### config.mk
export PLATFORM = sky130hd
export DESIGN_NAME = tdc_delayline_ctrl_flat
export DESIGN_NICKNAME = d
export VERILOG_FILES = /design/src/rtl/tdc_pkg.sv /design/src/rtl/tdc_delayline_ctrl_if.sv /design/src/rtl/tdc_thermo_popcount.sv /design/src/rtl/tdc_delayline_ctrl.sv /design/src/flat_wrapper.sv
export SDC_FILE = /design/constraint.sdc
export NUM_CORES = 1
export LEC_CHECK = 0
export CORE_MARGIN = 5
export CORE_UTILIZATION = 44
export DETAILED_ROUTE_END_ITERATION = 7
export PLACE_DENSITY = 0.79
export SLEW_MARGIN = 20
export SYNTH_ARGS = -nofsm -noshare
export SYNTH_HDL_FRONTEND = slang
export SYNTH_SLANG_ARGS = --single-unit
### constraint.sdc
create_clock -name clk -period 8.15 [get_ports clk]
set_clock_uncertainty 0.15 [all_clocks]
set_input_delay 0.815 -clock clk [delete_from_list [all_inputs] [get_ports clk]]
set_output_delay 0.815 -clock clk [all_outputs]
set_load 0.02 [all_outputs]
### src/rtl/tdc_pkg.sv
// Shared TDC definitions: controller state encoding, constant clog2 and default
// geometry. Also used by the histogram and calibration blocks.
package tdc_pkg;

  typedef enum logic [1:0] {
    ST_IDLE  = 2'd0,
    ST_ARMED = 2'd1,
    ST_HOLD  = 2'd2,
    ST_DEAD  = 2'd3
  } tdc_state_e;

  localparam int NTAPS_DEF    = 208;
  localparam int COARSE_W_DEF = 16;

  function automatic int clog2(input int unsigned value);
    int r;
    r = 0;
    for (int i = 0; i < 32; i++) begin
      if ((32'd1 << i) < value) begin
        r = i + 1;
      end
    end
    return r;
  endfunction

  localparam int FINE_W_DEF = clog2(NTAPS_DEF + 1);

endpackage

### src/rtl/tdc_delayline_ctrl_if.sv
// Result handshake between the delay-line controller and its consumer.
interface tdc_delayline_ctrl_if #(
  parameter int FINE_W   = 8,
  parameter int COARSE_W = 16
);

  logic                out_valid;
  logic                out_ready;
  logic [FINE_W-1:0]   out_fine;
  logic [COARSE_W-1:0] out_coarse;
  logic                out_timeout;

  modport master (
    output out_valid,
    output out_fine,
    output out_coarse,
    output out_timeout,
    input  out_ready
  );

  modport slave (
    input  out_valid,
    input  out_fine,
    input  out_coarse,
    input  out_timeout,
    output out_ready
  );

endinterface

### src/rtl/tdc_thermo_popcount.sv
// Thermometer-to-count conversion by popcount, which tolerates bubbles.
// Two half-sums are optionally registered before the final add.
module tdc_thermo_popcount #(
  parameter int NTAPS     = 208,
  parameter int FINE_W    = 8,
  parameter bit REG_STAGE = 1'b0
) (
  input  logic              clk,
  input  logic              rst_n,
  input  logic [NTAPS-1:0]  taps,
  output logic [FINE_W-1:0] fine
);

  localparam int HALF = NTAPS / 2;

  logic [FINE_W-1:0] lo_sum;
  logic [FINE_W-1:0] hi_sum;
  logic [FINE_W-1:0] lo_q;
  logic [FINE_W-1:0] hi_q;

  // Half-word population counts
  always_comb begin
    lo_sum = '0;
    hi_sum = '0;
    for (int i = 0; i < HALF; i++) begin
      lo_sum = lo_sum + FINE_W'(taps[i]);
    end
    for (int i = HALF; i < NTAPS; i++) begin
      hi_sum = hi_sum + FINE_W'(taps[i]);
    end
  end

  generate
    if (REG_STAGE) begin : g_reg
      // Pipeline register between the half sums and the final add
      always_ff @(posedge clk) begin
        if (!rst_n) begin
          lo_q <= '0;
          hi_q <= '0;
        end else begin
          lo_q <= lo_sum;
          hi_q <= hi_sum;
        end
      end
    end else begin : g_comb
      logic unused_clk;
      assign unused_clk = clk ^ rst_n;
      assign lo_q = lo_sum;
      assign hi_q = hi_sum;
    end
  endgenerate

  assign fine = lo_q + hi_q;

endmodule

### src/rtl/tdc_delayline_ctrl.sv
// Delay-line sequencing controller: arm, coarse count, hit/timeout capture,
// result handshake and dead time before re-arming.
module tdc_delayline_ctrl
  import tdc_pkg::*;
#(
  parameter int          NTAPS       = NTAPS_DEF,
  parameter int          COARSE_W    = COARSE_W_DEF,
  parameter int unsigned TIMEOUT     = 32'd65535,
  parameter int unsigned DEAD_CYCLES = 32'd4,
  parameter bit          POPCNT_REG  = 1'b0
) (
  input  logic             clk,
  input  logic             rst_n,
  input  logic             enable,
  input  logic             cal_mode,
  input  logic [NTAPS-1:0] taps,
  output logic             arm,
  output logic             trigger_sel,
  output logic             busy,
  tdc_delayline_ctrl_if.master res
);

  localparam int FINE_W = clog2(NTAPS + 1);
  localparam int DEAD_W = (DEAD_CYCLES > 32'd1) ? clog2(DEAD_CYCLES) : 1;
  localparam logic [COARSE_W-1:0] TIMEOUT_C = COARSE_W'(TIMEOUT);
  localparam logic [DEAD_W-1:0]   DEAD_LOAD = DEAD_W'(DEAD_CYCLES - 32'd1);

  tdc_state_e          state;
  tdc_state_e          state_nxt;
  logic [COARSE_W-1:0] coarse;
  logic [DEAD_W-1:0]   dead_cnt;
  logic                fine_pend;
  logic [FINE_W-1:0]   pc_fine;
  logic                hit;
  logic                at_timeout;

  assign hit        = taps[0];
  assign at_timeout = (coarse == TIMEOUT_C);

  tdc_thermo_popcount #(
    .NTAPS     (NTAPS),
    .FINE_W    (FINE_W),
    .REG_STAGE (POPCNT_REG)
  ) u_popcount (
    .clk   (clk),
    .rst_n (rst_n),
    .taps  (taps),
    .fine  (pc_fine)
  );

  // State register
  always_ff @(posedge clk) begin
    if (!rst_n) begin
      state <= ST_IDLE;
    end else begin
      state <= state_nxt;
    end
  end

  // Next-state logic; enable dropping in ARMED beats a coincident hit
  always_comb begin
    state_nxt = state;
    case (state)
      ST_IDLE: begin
        if (enable) state_nxt = ST_ARMED;
        else        state_nxt = ST_IDLE;
      end
      ST_ARMED: begin
        if (!enable)                state_nxt = ST_IDLE;
        else if (hit || at_timeout) state_nxt = ST_HOLD;
        else                        state_nxt = ST_ARMED;
      end
      ST_HOLD: begin
        if (res.out_ready && !fine_pend) state_nxt = ST_DEAD;
        else                             state_nxt = ST_HOLD;
      end
      ST_DEAD: begin
        if (dead_cnt != '0) state_nxt = ST_DEAD;
        else if (enable)    state_nxt = ST_ARMED;
        else                state_nxt = ST_IDLE;
      end
      default: state_nxt = ST_IDLE;
    endcase
  end

  // Outputs decoded from registered state
  always_comb begin
    arm           = (state == ST_ARMED);
    busy          = (state != ST_IDLE);
    res.out_valid = (state == ST_HOLD) && !fine_pend;
  end

  // Counters, trigger select and the frozen result registers
  always_ff @(posedge clk) begin
    if (!rst_n) begin
      coarse          <= '0;
      dead_cnt        <= '0;
      fine_pend       <= 1'b0;
      trigger_sel     <= 1'b0;
      res.out_fine    <= '0;
      res.out_coarse  <= '0;
      res.out_timeout <= 1'b0;
    end else begin
      case (state)
        ST_IDLE: begin
          if (enable) begin
            trigger_sel <= cal_mode;
            coarse      <= '0;
          end
        end
        ST_ARMED: begin
          if (enable) begin
            if (hit) begin
              // With the pipelined popcount, out_fine is reloaded one cycle later
              res.out_fine    <= pc_fine;
              res.out_coarse  <= coarse;
              res.out_timeout <= 1'b0;
              fine_pend       <= POPCNT_REG;
            end else if (at_timeout) begin
              res.out_fine    <= '0;
              res.out_coarse  <= TIMEOUT_C;
              res.out_timeout <= 1'b1;
            end else begin
              coarse <= coarse + COARSE_W'(1);
            end
          end
        end
        ST_HOLD: begin
          if (fine_pend) begin
            res.out_fine <= pc_fine;
            fine_pend    <= 1'b0;
          end else if (res.out_ready) begin
            dead_cnt <= DEAD_LOAD;
          end
        end
        ST_DEAD: begin
          if (dead_cnt == '0) begin
            coarse <= '0;
          end else begin
            dead_cnt <= dead_cnt - DEAD_W'(1);
          end
        end
        default: begin
          coarse <= '0;
        end
      endcase
    end
  end

endmodule

### src/flat_wrapper.sv
// flat-port wrapper written by rule: the top's interface ports become plain ports
module tdc_delayline_ctrl_flat import tdc_pkg::*;
#(
  parameter int          NTAPS       = NTAPS_DEF,
  parameter int          COARSE_W    = COARSE_W_DEF,
  parameter int unsigned TIMEOUT     = 32'd65535,
  parameter int unsigned DEAD_CYCLES = 32'd4,
  parameter bit          POPCNT_REG  = 1'b0
)
  (clk, rst_n, enable, cal_mode, taps, arm, trigger_sel, busy, res_out_valid, res_out_fine, res_out_coarse, res_out_timeout, res_out_ready);
  tdc_delayline_ctrl_if #(.FINE_W((clog2(NTAPS + 1))), .COARSE_W(COARSE_W)) res_i ();
  input  logic clk;
  input  logic rst_n;
  input  logic enable;
  input  logic cal_mode;
  input  logic [NTAPS-1:0] taps;
  output logic arm;
  output logic trigger_sel;
  output logic busy;
  output wire logic [$bits(res_i.out_valid)-1:0] res_out_valid;
  output wire logic [$bits(res_i.out_fine)-1:0] res_out_fine;
  output wire logic [$bits(res_i.out_coarse)-1:0] res_out_coarse;
  output wire logic [$bits(res_i.out_timeout)-1:0] res_out_timeout;
  input wire logic [$bits(res_i.out_ready)-1:0] res_out_ready;
  assign res_out_valid = res_i.out_valid;
  assign res_out_fine = res_i.out_fine;
  assign res_out_coarse = res_i.out_coarse;
  assign res_out_timeout = res_i.out_timeout;
  assign res_i.out_ready = res_out_ready;
  tdc_delayline_ctrl #(.NTAPS(NTAPS), .COARSE_W(COARSE_W), .TIMEOUT(TIMEOUT), .DEAD_CYCLES(DEAD_CYCLES), .POPCNT_REG(POPCNT_REG)) u_core (.clk(clk), .rst_n(rst_n), .enable(enable), .cal_mode(cal_mode), .taps(taps), .arm(arm), .trigger_sel(trigger_sel), .busy(busy), .res(res_i));
endmodule
# Word level (Yosys, flattened, before mapping)
# Index checks and enable logic that the tools add are counted.
[totals]
register_bits = 47
latchBits = 0
ramBits = 0
rom_bits = 0
mem_count = 0
[classes]
n_eq_ne = 15
n_shift = 0
magnitude_cmp = 0
n_mul = 0
n_addsub = 209
div_mod_pow = 0
muxes = 28
n_reduce_logical = 18
bitwise_logic = 0
[ops]
columns = ["cell", "count"]
rows = [
  ["$add A8 B1 Y8", 192],
  ["$mux W16", 7],
  ["$pmux W16 S3", 1],
  ["$mux W8", 4],
  ["$add A16 B1 Y16 const B", 1],
  ["$add A7 B1 Y8", 2],
  ["$eq A16 B16 Y1 const B", 1],
  ["$ne A2 B2 Y1 const B", 8],
  ["$pmux W8 S2", 1],
  ["$add A6 B1 Y7", 2],
  ["$add A5 B1 Y6", 2],
  ["$mux W2", 6],
  ["$add A4 B1 Y5", 2],
  ["$reduce_bool A2 Y1", 5],
  ["$add A3 B1 Y4", 2],
  ["$add A8 B8 Y8", 1],
  ["$pmux W2 S4", 1],
  ["$reduce_and A4 Y1", 2],
  ["$add A2 B1 Y3", 2],
  ["$mux W1", 6],
  ["$reduce_and A3 Y1", 2],
  ["$reduce_and A6 Y1", 1],
  ["$add A1 B1 Y2", 2],
  ["$eq A2 B2 Y1 const B", 2],
  ["12 further kinds", 15],
]

# Longest topological paths before layout
# Gate-level depths: netlist (run 1).
[depth]
depth_word = 107
ltp_mapped = 27
mapped_depth_nobuf = 27

# Hierarchy
# A second synthesis (run 1) with hierarchy kept.
[hier_totals]
cells_unflattened = 745
area_unflattened_um2 = 7599.8
[modules_own_cells]
columns = ["module", "n_inst", "seq_area_each_um2", "cells_per_inst", "area_per_inst_um2"]
rows = [
  ["tdc_thermo_popcount", 1, 0.0, 551, 5611.6],
  ["tdc_delayline_ctrl", 1, 920.9, 194, 1988.2],
]

# Worst setup path after synthesis (run 1)
# No wires, ideal clock.
[synth_timing]
kind = "input port to flip-flop"
startpoint = "in taps[0]"
endpoint = "reg u_core.res.out_fine[6]"
setup_time_ns = 0.117
setup_slack_ns = 0.011
n_path_buf = 1
t_arrival_ns = 7.872
stages = 22
required_time_ns = 7.883
cell_sequence = "buf_6 -> inv_1 -> fa_1 -> fa_1 -> inv_1 -> fa_1 -> fa_1 -> fa_1 -> fa_1 -> fa_1 -> fa_1 -> fa_1 -> fa_1 -> inv_1 -> fa_1 -> inv_1 -> fa_1 -> a21oi_1 -> o211ai_1 -> a21oi_1 -> xnor2_1 -> a32o_1"
[synth_via]
elab_chain_len = 107
word_cells_on_any_way = 110
cone_classes = "add/sub (104); eq/ne (1); mux (4); reduce/logical (1)"
[synth_rtl]
columns = ["element", "line_no", "text"]
rows = [
  ["from (decl)", "flat_wrapper.sv:16", "input logic [NTAPS-1:0] taps;"],
  ["$add A1 B1 Y2", "tdc_thermo_popcount.sv:26", "lo_sum = lo_sum + FINE_W'(taps[i]);"],
  ["$add A2 B1 Y3", "tdc_thermo_popcount.sv:26", ""],
  ["$add A3 B1 Y4", "tdc_thermo_popcount.sv:26", ""],
  ["$add A4 B1 Y5", "tdc_thermo_popcount.sv:26", ""],
  ["$add A5 B1 Y6", "tdc_thermo_popcount.sv:26", ""],
  ["$add A6 B1 Y7", "tdc_thermo_popcount.sv:26", ""],
  ["$add A7 B1 Y8", "tdc_thermo_popcount.sv:26", ""],
  ["$add A8 B1 Y8 (96 in a row)", "tdc_thermo_popcount.sv:26", ""],
  ["$add A8 B8 Y8", "tdc_thermo_popcount.sv:53", "assign fine = lo_q + hi_q;"],
  ["$mux W8", "tdc_delayline_ctrl.sv:113", "if (hit) begin"],
  ["$mux W8", "tdc_delayline_ctrl.sv:112", "if (enable) begin"],
  ["$pmux W8 S2", "tdc_delayline_ctrl.sv:104", "case (state)"],
  ["to (signal assigned)", "tdc_delayline_ctrl.sv:115", "res.out_fine <= pc_fine;"],
  ["to (signal assigned)", "tdc_delayline_ctrl.sv:130", "res.out_fine <= pc_fine;"],
  ["to (decl)", "tdc_delayline_ctrl_if.sv:15", "output out_fine,"],
]
# Parallel ways exist; a longest one is shown, timed or not. The select of a mux whose other input is x is not followed.
# A chain may end at the register's enable or synchronous reset.

# Worst setup path after layout (run 1)
[layout_timing]
startpoint = "in taps[131]"
endpoint = "reg u_core.res.out_fine[6]"
[layout_via]
elab_chain_len = 81
word_cells_on_any_way = 82
cone_classes = "add/sub (78); mux (4)"
[layout_rtl]
columns = ["element", "line_no", "text"]
rows = [
  ["$add A8 B1 Y8 (*) (77 in a row)", "tdc_thermo_popcount.sv:29", "hi_sum = hi_sum + FINE_W'(taps[i]);"],
  ["$add A8 B8 Y8 (*)", "tdc_thermo_popcount.sv:53", ""],
  ["$mux W8", "tdc_delayline_ctrl.sv:113", ""],
  ["$mux W8", "tdc_delayline_ctrl.sv:112", ""],
  ["$pmux W8 S2 (*)", "tdc_delayline_ctrl.sv:104", ""],
]
# Every way passes the cells marked *; elsewhere a longest branch is shown, timed or not. The select of a mux whose other input is x is not followed.

==> results.json, run 1 <==
{
  "run_status": "finished clean",
  "timing.critical_path.to": "u_core.res.out_fine[6]",
  "slowest_stage": "sky130_fd_sc_hd__fa_2",
  "stdcell_area_um2": 10700,
  "pin_count": 242,
  "cap_violations": 0,
  "layout-area-overhead-vs-synth_pct": 37.0,
  "synth_area_leaders": "sky130_fd_sc_hd__fa_1, sky130_fd_sc_hd__inv_1, sky130_fd_sc_hd__dfxtp_1",
  "timing.reg2reg.setup_slack_ps": 5320,
  "syn-num-nets": 1247,
  "antenna_found_initial": 0,
  "height_of_the_chip_um": 143,
  "design.core.area_um2": 17400,
  "start_util_pct": 45.0,
  "dieWidth_um": 143,
  "clockBufferDepth": 2,
  "number_of_diodes": 0,
  "final_setup_violation_count": 0,
  "max_slew_margin_pct": 50.0,
  "syn-mean-instance-area_um2": 9.79,
  "first_global_vias": 6697,
  "synth_seq_area_share_pct": 11.7,
  "place_hpwl_um": 16600,
  "startpoint_class_of_the_critical_path": "input pin",
  "rows": 48,
  "clock_root_buffer": "sky130_fd_sc_hd__clkbuf_16",
  "clock_latency_ps": 280,
  "period_minus_slack_ps": 8060,
  "multi_input_comb_area_um2": 5760,
  "crit_family": "adder cells",
  "synth_top_area_share_pct": 49.5,
  "drive_gt1_share_pct": 14.6,
  "dieArea_um2": 20600,
  "seqCellArea_um2": 921,
  "yosysUniqueCellTypes": 55,
  "clock_sink_count": 46,
  "crit_type": "input pin to flip-flop",
  "min_from": "u_core.res.out_fine[2]",
  "cp_data_arrival_time_ps": 8080,
  "post-route-period-util_pct": 98.9,
  "rr_worst_depth": 7,
  "clock_buffer_count_from_cts": 5,
  "postSynthRegisterBits": 46,
  "portBuffers": 241,
  "first_iter_violations": 212,
  "tritoncts": "yes",
  "netlist_instances": 801,
  "r2r_end": "u_core.coarse[13]",
  "wl_um": 18500,
  "routed_via_count_divided_by_cell_count": 4.67,
  "post_drt_wl_per_cell_um": 14.5,
  "grt_first_pass_wirelength_um": 30100,
  "critical_path_peak_fanout": 2,
  "fmaxAchievable_ghz": 0.124,
  "cell_taking_the_most_area_after_synthesis": "sky130_fd_sc_hd__fa_1",
  "finish.net_count": 1499,
  "cts_htree_levels": 2,
  "slowest_delay_ps": 570,
  "clk_pin_slew_ps": 60,
  "drt_first_pass_iters": 4,
  "yosys_most_used_dff": "sky130_fd_sc_hd__dfxtp_1",
  "final_hold_viol_count": 0,
  "netlist_area_um2": 7840,
  "drc_errors_left": 0,
  "grt_usage_pct": 18.0,
  "place_area_um2": 10600,
  "num_vias": 5975,
  "timing_worst_slew_pin_value_ps": 748,
  "place.gp.congestion": 0.899,
  "worst_setup_path_end_kind": "flip-flop",
  "critical_path_required_ps": 8170,
  "timing.critical_path.depth": 25,
  "globalRoute.totalOverflow": 0,
  "rr_startpoint": "u_core.state[1]",
  "grt_max_degree": 43,
  "critical-path-top-cell-by-count": "sky130_fd_sc_hd__fa_1",
  "yosysWarnings": 0,
  "n_fill_cell": 1461,
  "path_buf_inv": 7,
  "ant_nets": 0,
  "critical_path.startpoint": "taps[131]",
  "grt_setup_unrepaired": "true",
  "timing_max_transition_violations_final": 0,
  "post_synth_arst_share_pct": 0,
  "worstHoldPathType": "flip-flop to flip-flop",
  "synth_enable_flop_cells": 0
}
[metal layers]
metal	track usage [%]	vias up	share of wire, %
met4	2.73	0	1.1
met2	35.6	198	56
met5	0	-	0
met1	20.3	2914	36
met3	3.46	13	6.9
li1	-	2850	-
[logic make-up after synthesis]
logic type	count (synthesis)	share of synthesized area (%)
buffers and inverters	334	16.4
and+or+nand+nor	90	6.35
adders and majority gates	233	55.8
AOI/OAI and AO/OA	87	8.39
xor gates and xnor gates	5	0.559
muxes	6	0.782
DFF	46	11.7
[what timing repair did]
action                     4_1_cts  5_1_grt
setup buffers                    3        1
setup endpoints to repair        6        6
pin swaps                      111      107
gates resized for setup        132      108
hold buffers                     0        0
[sequential cells by signal, summed over array words and instances, names as in the netlist]
| register | count |
|---|---|
| u_core.coarse | 16 |
| u_core.res.out_coarse | 16 |
| u_core.res.out_fine | 8 |
| u_core.dead_cnt | 2 |
| u_core.state | 2 |
| u_core.res.out_timeout | 1 |
| u_core.trigger_sel | 1 |
[cells in the final DEF (no fill, tap or decap), types with 4 or more instances in the layout]
cell                              count
sky130_fd_sc_hd__o211ai_1             7
sky130_fd_sc_hd__nor2_1              15
sky130_fd_sc_hd__clkbuf_16            5
sky130_fd_sc_hd__or3_1                5
sky130_fd_sc_hd__nor3_1               7
sky130_fd_sc_hd__inv_1              264
sky130_fd_sc_hd__o221a_2              9
sky130_fd_sc_hd__mux2i_1              5
sky130_fd_sc_hd__clkbuf_2            18
sky130_fd_sc_hd__dlymetal6s2s_1      17
sky130_fd_sc_hd__dfxtp_1             46
sky130_fd_sc_hd__o221a_1              7
sky130_fd_sc_hd__nor2b_1              4
sky130_fd_sc_hd__buf_4               17
sky130_fd_sc_hd__dlygate4sd2_1       62
sky130_fd_sc_hd__a31oi_1              5
sky130_fd_sc_hd__ha_1                35
sky130_fd_sc_hd__clkdlybuf4s50_1    137
sky130_fd_sc_hd__nand2_1             24
sky130_fd_sc_hd__fa_2                24
sky130_fd_sc_hd__ha_4                 4
sky130_fd_sc_hd__nand3_1             12
sky130_fd_sc_hd__o21ai_0             16
sky130_fd_sc_hd__fa_1               170
sky130_fd_sc_hd__clkdlybuf4s15_1      5
sky130_fd_sc_hd__a21oi_1             15
sky130_fd_sc_hd__inv_2               57
[how the worst min path moves through the flow]
stage                        endpoint  slack, ps  cells past startpoint
2_1_floorplan      u_core.dead_cnt[1]        280                      2
3_5_place_dp   u_core.res.out_fine[2]        300                      2
3_3_place_gp       u_core.dead_cnt[1]        290                      2
5_1_grt        u_core.res.out_fine[2]        320                      2
6_report       u_core.res.out_fine[2]        310                      2
4_1_cts        u_core.res.out_fine[2]        310                      2
[worst register-to-register path, cell delays in order, from the launching register on]
cell and delay (ps):
sky130_fd_sc_hd__dfxtp_1 340, sky130_fd_sc_hd__inv_1 120, sky130_fd_sc_hd__ha_1 580, sky130_fd_sc_hd__inv_1 220, sky130_fd_sc_hd__or3_2 500, sky130_fd_sc_hd__o21ai_0 580, sky130_fd_sc_hd__o211ai_1 170, sky130_fd_sc_hd__o21ai_0 100
[final cells by class]
cell class	instances	area share, %
Inverter	321	11.2
Clock buffer	7	1.23
Tap cell	225	2.62
Multi-Input combinational cell	421	53.6
Sequential cell	46	8.57
Timing Repair Buffer	258	22.5
Clock inverter	1	0.280
[Yosys cell counts (all sizes together), types with 7 or more instances]
master	count
nand3	14
dfxtp	46
or3	7
inv	321
nand2	25
ha	39
a21oi	17
o21ai	17
nor2	16
clkbuf	8
fa	194
o211ai	7
nor3	7
o221a	16
[metrics by stage]
step                hold slack (ps)  setup TNS, ps  setup slack, ps  std cells  utilization (%)
CTS                             311              0             1.65       1278             61.3
finish                          311              0             92.1       1279             61.7
global placement                294          -2690             -610       1267             60.6
detailed placement              303          -3100             -677       1267             60.6
floorplan                       283              0             10.8        801                -
global route                    324           -214             -135       1279             61.7
Power of run 1 is left out: the tool's default activity adds up to more than one toggle a clock period on the data nets, which glitch-free logic cannot reach.
==> run 2, diff against run 1 <==
--- a/config.mk
+++ b/config.mk
@@ -5,6 +5,7 @@
 export SDC_FILE = /design/constraint.sdc
 export NUM_CORES = 1
 export LEC_CHECK = 0
+export ABC_AREA = 1
 export CORE_MARGIN = 5
 export CORE_UTILIZATION = 44
 export DETAILED_ROUTE_END_ITERATION = 7
@@ -12,4 +13,5 @@
 export SLEW_MARGIN = 20
 export SYNTH_ARGS = -nofsm -noshare
 export SYNTH_HDL_FRONTEND = slang
+export SYNTH_HIERARCHICAL = 1
 export SYNTH_SLANG_ARGS = --single-unit
==> results.json, run 2 <==
{
  "drt_first_pass_iters": 4,
  "place.gp.congestion": 0.938,
  "pin_count": 242,
  "tritoncts": "yes",
  "clock_sink_count": 46,
  "rows": 49,
  "wl_um": 18000,
  "finalSetupTns_ps": -1570,
  "clock_root_buffer": "sky130_fd_sc_hd__clkbuf_16",
  "run_status": "finished, violations left",
  "yosysWarnings": 6,
  "clock_latency_ps": 280,
  "cap_violations": 0,
  "post-route-period-util_pct": 104,
  "stdcell_area_um2": 10900,
  "drive_gt1_share_pct": 7.86,
  "drc_errors_left": 0,
  "start_util_pct": 44.3,
  "crit_type": "input pin to flip-flop",
  "finish.net_count": 1575,
  "grt_max_degree": 27,
  "cp_data_arrival_time_ps": 8520,
  "design.core.area_um2": 17800,
  "synth_top_area_share_pct": 49.3,
  "post_drt_wl_per_cell_um": 13.2,
  "rr_worst_depth": 8,
  "critical_path_required_ps": 8210,
  "routed_via_count_divided_by_cell_count": 4.47,
  "synth_enable_flop_cells": 0,
  "worstHoldPathType": "flip-flop to flip-flop",
  "hold_path_depth": 2,
  "synth_area_leaders": "sky130_fd_sc_hd__fa_1, sky130_fd_sc_hd__inv_1, sky130_fd_sc_hd__dfxtp_1",
  "min_to": "u_core/res.out_coarse[9]",
  "yosysUniqueCellTypes": 34,
  "netlist_area_um2": 7870,
  "final_hold_viol_count": 0,
  "postSynthRegisterBits": 46,
  "portBuffers": 241,
  "height_of_the_chip_um": 144,
  "layout-area-overhead-vs-synth_pct": 38.3,
  "grt_first_pass_wirelength_um": 29400,
  "first_global_vias": 6642,
  "antenna_found_initial": 0,
  "syn-num-nets": 1327,
  "clock_buffer_count_from_cts": 5,
  "violated_checks": "negative setup slack",
  "ant_nets": 0,
  "num_vias": 6082,
  "clk_pin_slew_ps": 60,
  "cell_taking_the_most_area_after_synthesis": "sky130_fd_sc_hd__fa_1",
  "syn-mean-instance-area_um2": 8.90,
  "synth_seq_area_share_pct": 11.7,
  "timing.reg2reg.setup_slack_ps": 6170,
  "yosys_most_used_dff": "sky130_fd_sc_hd__dfxtp_1",
  "worst_setup_path_end_kind": "flip-flop",
  "period_minus_slack_ps": 8470,
  "max_slew_margin_pct": 49.6,
  "synth_most_common_cell": "sky130_fd_sc_hd__inv_1",
  "fmaxAchievable_ghz": 0.118,
  "globalRoute.totalOverflow": 0,
  "cts_htree_levels": 2,
  "min_from": "u_core/res.out_coarse[9]",
  "rr_startpoint": "u_core/coarse[0]",
  "critical_path_peak_fanout": 2,
  "synthTopCellsByCount": "sky130_fd_sc_hd__inv_1, sky130_fd_sc_hd__fa_1, sky130_fd_sc_hd__nand2_1",
  "number_of_diodes": 0,
  "timing_max_transition_violations_final": 0,
  "final_setup_violation_count": 7,
  "dieArea_um2": 20700,
  "timing_worst_slew_pin_value_ps": 753,
  "layout_top_registers": "u_core/coarse x16, u_core/res.out_coarse x16, u_core/res.out_fine x8",
  "dieWidth_um": 144,
  "clockBufferDepth": 2,
  "place_area_um2": 10600,
  "startpoint_class_of_the_critical_path": "input pin",
  "first_iter_violations": 199,
  "r2r_end": "u_core/res.out_fine[5]",
  "grt_usage_pct": 17.8,
  "place_hpwl_um": 16700,
  "grt_setup_unrepaired": "true",
  "post-route-worst-setup-slack_ps": -317,
  "post_synth_arst_share_pct": 0,
  "leading_cell_type_in_the_layout_fill_and_taps_excluded": "sky130_fd_sc_hd__inv_1",
  "layout_common_cells": "sky130_fd_sc_hd__inv_1, sky130_fd_sc_hd__clkdlybuf4s50_1, sky130_fd_sc_hd__fa_1",
  "netlist_instances": 885
}
run 2: cell count changes in the layout (fill, tap and decap cells not counted), moves of 17 or more:
cell                              previous run  this run
sky130_fd_sc_hd__clkdlybuf4s50_1           137       238
sky130_fd_sc_hd__inv_1                     264       338
sky130_fd_sc_hd__dlygate4sd2_1              62         0
sky130_fd_sc_hd__nand2_1                    24        73
sky130_fd_sc_hd__inv_2                      57        19
sky130_fd_sc_hd__nor2_1                     15        34
sky130_fd_sc_hd__clkbuf_2                   18         0
sky130_fd_sc_hd__dlymetal6s2s_1             17         0
run 2: area by class of cell:
class	count	area (um^2)
well taps	229	287
flip-flops and latches	46	921
clock buffers	6	139
fillers	1503	6890
multi-input cells	471	5670
clock inverters	1	30.0
repair buffers	249	2480
inverters	360	1360
run 2: metal layers:
layer,wire length [um],share of wire (%),track usage (%)
met4,304,1.7,3.77
met3,1440,8.0,4.03
met5,0,0,0
met2,10400,58,35.6
met1,5850,33,18.7
run 2: stage by stage:
stage          hold slack, ps  utilization (%)  cells  setup slack, ps
2_1_floorplan             283                -    885             -200
3_3_place_gp              287             59.8   1354             -989
3_5_place_dp              293             59.8   1354            -1100
4_1_cts                   302             61.0   1362             -553
5_1_grt                   318             61.2   1362             -626
6_report                  298             61.2   1362             -317
run 2: critical path, stage by stage:
cell,delay (ps)
sky130_fd_sc_hd__buf_8,80
sky130_fd_sc_hd__inv_8,20
sky130_fd_sc_hd__fa_1,490
sky130_fd_sc_hd__fa_1,530
sky130_fd_sc_hd__inv_2,50
sky130_fd_sc_hd__ha_4,150
sky130_fd_sc_hd__fa_1,450
sky130_fd_sc_hd__ha_1,310
sky130_fd_sc_hd__inv_2,40
sky130_fd_sc_hd__fa_1,490
sky130_fd_sc_hd__inv_2,40
sky130_fd_sc_hd__fa_2,530
sky130_fd_sc_hd__fa_1,440
sky130_fd_sc_hd__fa_1,500
sky130_fd_sc_hd__fa_2,560
sky130_fd_sc_hd__fa_1,440
sky130_fd_sc_hd__fa_2,550
sky130_fd_sc_hd__inv_2,40
sky130_fd_sc_hd__fa_1,480
sky130_fd_sc_hd__fa_1,440
sky130_fd_sc_hd__fa_2,370
sky130_fd_sc_hd__inv_2,60
sky130_fd_sc_hd__nand2_2,40
sky130_fd_sc_hd__nand2_2,80
sky130_fd_sc_hd__nand2_2,70
sky130_fd_sc_hd__xnor2_2,170
sky130_fd_sc_hd__nand4_1,120
sky130_fd_sc_hd__a21oi_2,150
run 2: repair_timing:
action	in CTS	in global routing
endpoints found under the setup margin	8	7
setup buffers	1	1
gates resized for setup	25	17
hold buffers	0	0
pin swaps	23	26
run 2: cells by family after synthesis:
logic type                 after synthesis  share of synthesized area, %
and+or+nand+nor                        175                          10.5
AOI/OAI and AO/OA                       62                          4.50
DFF                                     46                          11.7
buffers and inverters                  368                          17.8
adders and majority gates              229                          54.9
xor gates and xnor gates                 5                         0.556
run 2: worst max-delay path by stage:
stage,from,end,slack (ps),depth (start not counted)
2_1_floorplan,taps[3],u_core/res.out_fine[6],-200,29
3_3_place_gp,taps[3],u_core/res.out_fine[6],-990,30
3_5_place_dp,taps[3],u_core/res.out_fine[6],-1100,30
4_1_cts,taps[1],u_core/res.out_fine[6],-550,30
5_1_grt,taps[3],u_core/res.out_fine[4],-630,28
6_report,taps[3],u_core/res.out_fine[4],-320,28
Power of run 2 is left out for the same reason.
